==> config.mk <==
export PLATFORM = sky130hd
export DESIGN_NAME = pam_sample_fifo
export DESIGN_NICKNAME = d
export VERILOG_FILES = /design/src/rtl/pam_sample_fifo.sv
export SDC_FILE = /design/constraint.sdc
export NUM_CORES = 1
export LEC_CHECK = 0
export ABC_AREA = 1
export CELL_PAD_IN_SITES_DETAIL_PLACEMENT = 0
export CELL_PAD_IN_SITES_GLOBAL_PLACEMENT = 1
export CORE_MARGIN = 2
export CORE_UTILIZATION = 46
export CTS_CLUSTER_DIAMETER = 40
export CTS_CLUSTER_SIZE = 25
export DETAILED_ROUTE_END_ITERATION = 12
export PLACE_DENSITY = 0.73
export SLEW_MARGIN = 30
export SYNTH_ARGS = -nofsm -noshare
export SYNTH_HDL_FRONTEND = slang
export SYNTH_SLANG_ARGS = --single-unit
==> constraint.sdc <==
create_clock -name clk -period 2.39 [get_ports clk]
set_input_delay 0.478 -clock clk [delete_from_list [all_inputs] [get_ports clk]]
set_output_delay 0.478 -clock clk [all_outputs]
set_load 0.02 [all_outputs]
==> src/rtl/pam_sample_fifo.sv <==
// pam_sample_fifo
//   First-word-fall-through sample FIFO between the host byte receiver and the
//   PAM modulator. The head entry is always presented on rd_data_o while
//   empty_o is low, so the modulator can take the byte in the same cycle it
//   pulses rd_i. Also reports occupancy, almost-full backpressure and sticky
//   overflow/underflow flags.
//
//   Optional build macro: PAM_SAMPLE_FIFO_PEAK_EN adds peak_level_o, which is
//   the highest occupancy seen since reset or since the last clear_err_i.
//
// Ports
//   clk, rst        system clock; synchronous active-high reset
//   wr_en_i         host write strobe
//   wr_data_i       byte to write
//   full_o          level_o == DEPTH
//   almost_full_o   level_o >= AF_LEVEL
//   rd_i            modulator pop strobe
//   rd_data_o       head entry, valid only while empty_o == 0
//   empty_o         level_o == 0
//   level_o         occupancy, 0..DEPTH
//   clear_err_i     clears the sticky error flags
//   overflow_o      sticky: a write was dropped because the FIFO was full
//   underflow_o     sticky: rd_i pulsed while the FIFO was empty
//   peak_level_o    (PAM_SAMPLE_FIFO_PEAK_EN only) peak occupancy
module pam_sample_fifo #(
    parameter int DATA_WIDTH = 8,
    parameter int DEPTH      = 16,
    parameter int AF_LEVEL   = 12
) (
    input  logic                    clk,
    input  logic                    rst,
    input  logic                    wr_en_i,
    input  logic [DATA_WIDTH-1:0]   wr_data_i,
    output logic                    full_o,
    output logic                    almost_full_o,
    input  logic                    rd_i,
    output logic [DATA_WIDTH-1:0]   rd_data_o,
    output logic                    empty_o,
    output logic [$clog2(DEPTH):0]  level_o,
    input  logic                    clear_err_i,
    output logic                    overflow_o,
    output logic                    underflow_o
`ifdef PAM_SAMPLE_FIFO_PEAK_EN
    ,
    output logic [$clog2(DEPTH):0]  peak_level_o
`endif
);

    localparam int AW = $clog2(DEPTH);
    localparam int PW = AW + 1;
    localparam logic [PW-1:0] AF_LVL = PW'(AF_LEVEL);

    logic [DATA_WIDTH-1:0] mem_q [DEPTH];

    // Pointers carry one extra wrap bit so full and empty are distinguishable.
    logic [PW-1:0] wr_ptr_q, wr_ptr_d;
    logic [PW-1:0] rd_ptr_q, rd_ptr_d;
    logic          overflow_q, overflow_d;
    logic          underflow_q, underflow_d;
    logic          rd_ok, wr_ok;

    assign level_o       = wr_ptr_q - rd_ptr_q;
    assign empty_o       = (wr_ptr_q == rd_ptr_q);
    assign full_o        = (wr_ptr_q[AW] != rd_ptr_q[AW]) &&
                           (wr_ptr_q[AW-1:0] == rd_ptr_q[AW-1:0]);
    assign almost_full_o = (level_o >= AF_LVL);
    assign rd_data_o     = mem_q[rd_ptr_q[AW-1:0]];
    assign overflow_o    = overflow_q;
    assign underflow_o   = underflow_q;

    always_comb begin
        rd_ok    = rd_i && !empty_o;
        // A pop in the same cycle frees a slot, so a full FIFO still accepts.
        wr_ok    = wr_en_i && (!full_o || rd_ok);
        wr_ptr_d = wr_ptr_q;
        rd_ptr_d = rd_ptr_q;
        if (wr_ok) begin
            wr_ptr_d = wr_ptr_q + PW'(1);
        end
        if (rd_ok) begin
            rd_ptr_d = rd_ptr_q + PW'(1);
        end
        // A new error in the clearing cycle keeps the flag set.
        overflow_d  = (overflow_q  && !clear_err_i) || (wr_en_i && !wr_ok);
        underflow_d = (underflow_q && !clear_err_i) || (rd_i && empty_o);
    end

    always_ff @(posedge clk) begin
        if (rst) begin
            wr_ptr_q    <= '0;
            rd_ptr_q    <= '0;
            overflow_q  <= 1'b0;
            underflow_q <= 1'b0;
        end else begin
            wr_ptr_q    <= wr_ptr_d;
            rd_ptr_q    <= rd_ptr_d;
            overflow_q  <= overflow_d;
            underflow_q <= underflow_d;
        end
    end

    // Storage is not reset; stale contents are unreachable once pointers clear.
    always_ff @(posedge clk) begin
        if (wr_ok && !rst) begin
            mem_q[wr_ptr_q[AW-1:0]] <= wr_data_i;
        end
    end

`ifdef PAM_SAMPLE_FIFO_PEAK_EN
    logic [PW-1:0] peak_q, peak_d;

    // Tracks the registered level, so the peak trails level_o by one cycle.
    always_comb begin
        peak_d = peak_q;
        if (clear_err_i) begin
            peak_d = level_o;
        end else if (level_o > peak_q) begin
            peak_d = level_o;
        end
    end

    always_ff @(posedge clk) begin
        if (rst) begin
            peak_q <= '0;
        end else begin
            peak_q <= peak_d;
        end
    end

    assign peak_level_o = peak_q;
`endif

endmodule
==> qor.txt, run 1 <==
FF-to-FF setup slack: 390 ps
number of flops mapped to enable cells by yosys: 128
fmax: 0.427 GHz
Worst Tran Pin Value: 746 ps
Worst Setup Start Kind: flip-flop
register area share after synthesis: 66.0%
hold path cells: 2
syn nets: 638
area of the core: 13300 um2
Finished Core Util: 58.0%
CTS Buf Count: 17
Total Nets Final: 707
initial antenna violation count: 0
worst path required time: 1910 ps
Cell Pwr Density: 827 nW/um2
Leak Pwr: 3.06 nW
WL/cell: 17.1 um
Final Cycle Share: 98.0%
synth warn: 0
Die W: 121 um
CTS tree: done
Critical Path AT: 1860 ps
IO buf count: 30
Switching Share: 27.1%
commonest non-fill, non-tap cell in the layout: nand2_1
Worst-path clk slew: 60 ps
Clk network pwr share: 37.1%
Via-to-Cell Ratio: 5.08
sequential power share: 44.0%
Routed Antenna Nets: 0
share of layout cells above drive strength 1: 16.1%
Synth Register Bits: 144
GRT Total Usage: 21.2%
largest net degree at the start of global routing: 33
Max Clock Skew: 7.25 ps
clock root cell: clkbuf_16
relative slew slack: 50.1%
Net Switching: 1.73 mW
maximum VDD drop: 554 uV
unrepaired setup endpoints after global routing: true
DP HPWL: 9280 um
Ports: 31
routability cong.: 0.895
number of global-route vias before repair: 4048
final hold violation count: 0
site row count: 42
Sink Count: 144
Max H-tree Level: 4
Syn Std Cell Area: 6300 um2
drt total wl: 14900 um
clock buffer depth: 2
global-route wire length before repair: 22900 um
Setup TNS: 0 ps
worst reg2reg path endpoint: mem_q[13][1]
Die Area: 14700 um2
Combinational Power Share: 18.9%
Max Slew Vio Count: 0
clk_lat worst skew: 410 ps
CP endpoint kind: output pin
Synth async-reset ratio: 0%
Yosys cell types: 26
crit path max fanout: 2
commonest non-fill, non-tap cells in the layout: nand2_1 (180), edfxtp_1 (128), nor2_1 (73)
Area growth, synth to finish: 22.3%
prevailing post-synth register cell: edfxtp_1
fill cell instance count of the final layout: 1112
R2R depth: 10
Int Pwr: 4.65 mW
Cells after Synth: 615
worst setup path endpoint: almost_full_o
initial core utilization: 47.4%
Tmin final: 2340 ps
drt first pass iters: 5
FF-to-FF Start: rd_ptr_q[1]
setup violators final: 0
Mean Syn Cell Area: 10.3 um2
CP Class: reg2out
Worst Hold Class: reg2reg
Chip Height: 121 um
Post-route DRC: 0
antenna cells: 0
initial DRC count: 414
outcome: finished clean
crit path from: wr_ptr_q[0]
maxcap violations: 0
grt ovf: 0
Vias: 4429
==> final cells by class <==
cell class | count | area [um2] | area share [%]
clock buffer | 19 | 433 | 5.61
clock inverter | 11 | 93.8 | 1.22
inverter | 49 | 193 | 2.50
multi-input combinational | 394 | 1870 | 24.2
sequential | 144 | 4170 | 54.1
tap | 176 | 220 | 2.86
timing repair buffer | 78 | 737 | 9.56
==> registers in the layout (all words and copies together), names as in the netlist, named ones only <==
name,count
mem_q,128
overflow_o,1
rd_ptr_q,5
underflow_o,1
wr_ptr_q,5
==> per-stage QoR <==
step	instances	hold WS [ps]	cell area, um2	power (mW)	setup WS, ps
4_1_cts	868	476	7660	6.38	2.11
2_1_floorplan	615	476	6300	3.54	161
3_5_place_dp	835	468	7070	4.02	-6.36
6_report	871	475	7710	6.38	48.2
3_3_place_gp	835	451	7070	4.01	4.94
5_1_grt	871	490	7710	6.65	-92.3
==> critical path: stages, from the launching register on <==
cell and delay, ps:
dfxtp_2 320, inv_2 80, ha_4 140, inv_2 40, fa_2 370, nand3_2 80, nand2_1 50, nand2_1 70
nand2_2 50, inv_1 50, nand2_1 50, buf_4 150
==> cell usage after synthesis, types with 2 or more instances <==
master      n  area (um2)
a21oi_1    10        50.1
buf_2      14        70.1
buf_4       2        15.0
clkbuf_1   10        37.5
dfxtp_1    16         320
edfxtp_1  128        3840
ha_1        9         113
inv_1      46         173
inv_2       2        7.51
nand2_1   182         683
nand2_2     3        18.8
nand2_4     2        22.5
nand3_1    69         345
nand4_1     4        25.0
nor2_1     73         274
o211ai_1    9        67.6
o21ai_0    24         120
xor2_1      4        35.0
==> what timing repair did <==
action,CTS,global route
endpoints found under the setup margin,15,14
hold buffers,0,0
endpoints found under the hold margin,0,0
cloned,1,2
gates resized for setup,44,27
pin swaps,0,2
buffers inserted,2,1
==> cells by family after synthesis <==
family / share of synthesized area, %
compound gates: 3.77
simple gates: 22.4
flops: 66.0
buf+inv: 5.14
xor+xnor: 0.556
fa+ha+maj: 2.10
==> per-layer routing <==
| metal | share of wire (%) | up-vias | routed length [um] | global-route usage (%) |
|---|---|---|---|---|
| met5 | 0 | - | 0 | 0 |
| met4 | 1.6 | 0 | 240 | 6.90 |
| met3 | 5.0 | 19 | 748 | 5.08 |
| met2 | 46 | 116 | 6850 | 31.5 |
| met1 | 47 | 2099 | 7040 | 30.7 |
| li1 | - | 2195 | - | - |
==> power by group through the flow <==
stage | logic (mW) | registers (mW) | clock network [mW]
2_1_floorplan | 0.692 | 2.85 | 0
3_3_place_gp | 1.16 | 2.85 | 0
3_5_place_dp | 1.17 | 2.85 | 0
4_1_cts | 1.17 | 2.80 | 2.41
5_1_grt | 1.33 | 2.81 | 2.52
6_report | 1.21 | 2.81 | 2.37
==> worst min path at each step <==
stage | from | to
5_1_grt | underflow_o | underflow_o
6_report | underflow_o | underflow_o
4_1_cts | underflow_o | underflow_o
3_3_place_gp | underflow_o | underflow_o
3_5_place_dp | underflow_o | underflow_o
2_1_floorplan | wr_ptr_q[4] | wr_ptr_q[4]
Power figures use the tool's default switching activity.
==> run 2: changes to the inputs <==
--- a/config.mk
+++ b/config.mk
@@ -13,6 +13,7 @@
 export CTS_CLUSTER_DIAMETER = 40
 export CTS_CLUSTER_SIZE = 25
 export DETAILED_ROUTE_END_ITERATION = 12
+export HOLD_SLACK_MARGIN = 0.12
 export PLACE_DENSITY = 0.73
 export SLEW_MARGIN = 30
 export SYNTH_ARGS = -nofsm -noshare
==> results of run 2 <==
No change in the layout: final DEF, timing and power equal those of run 1.
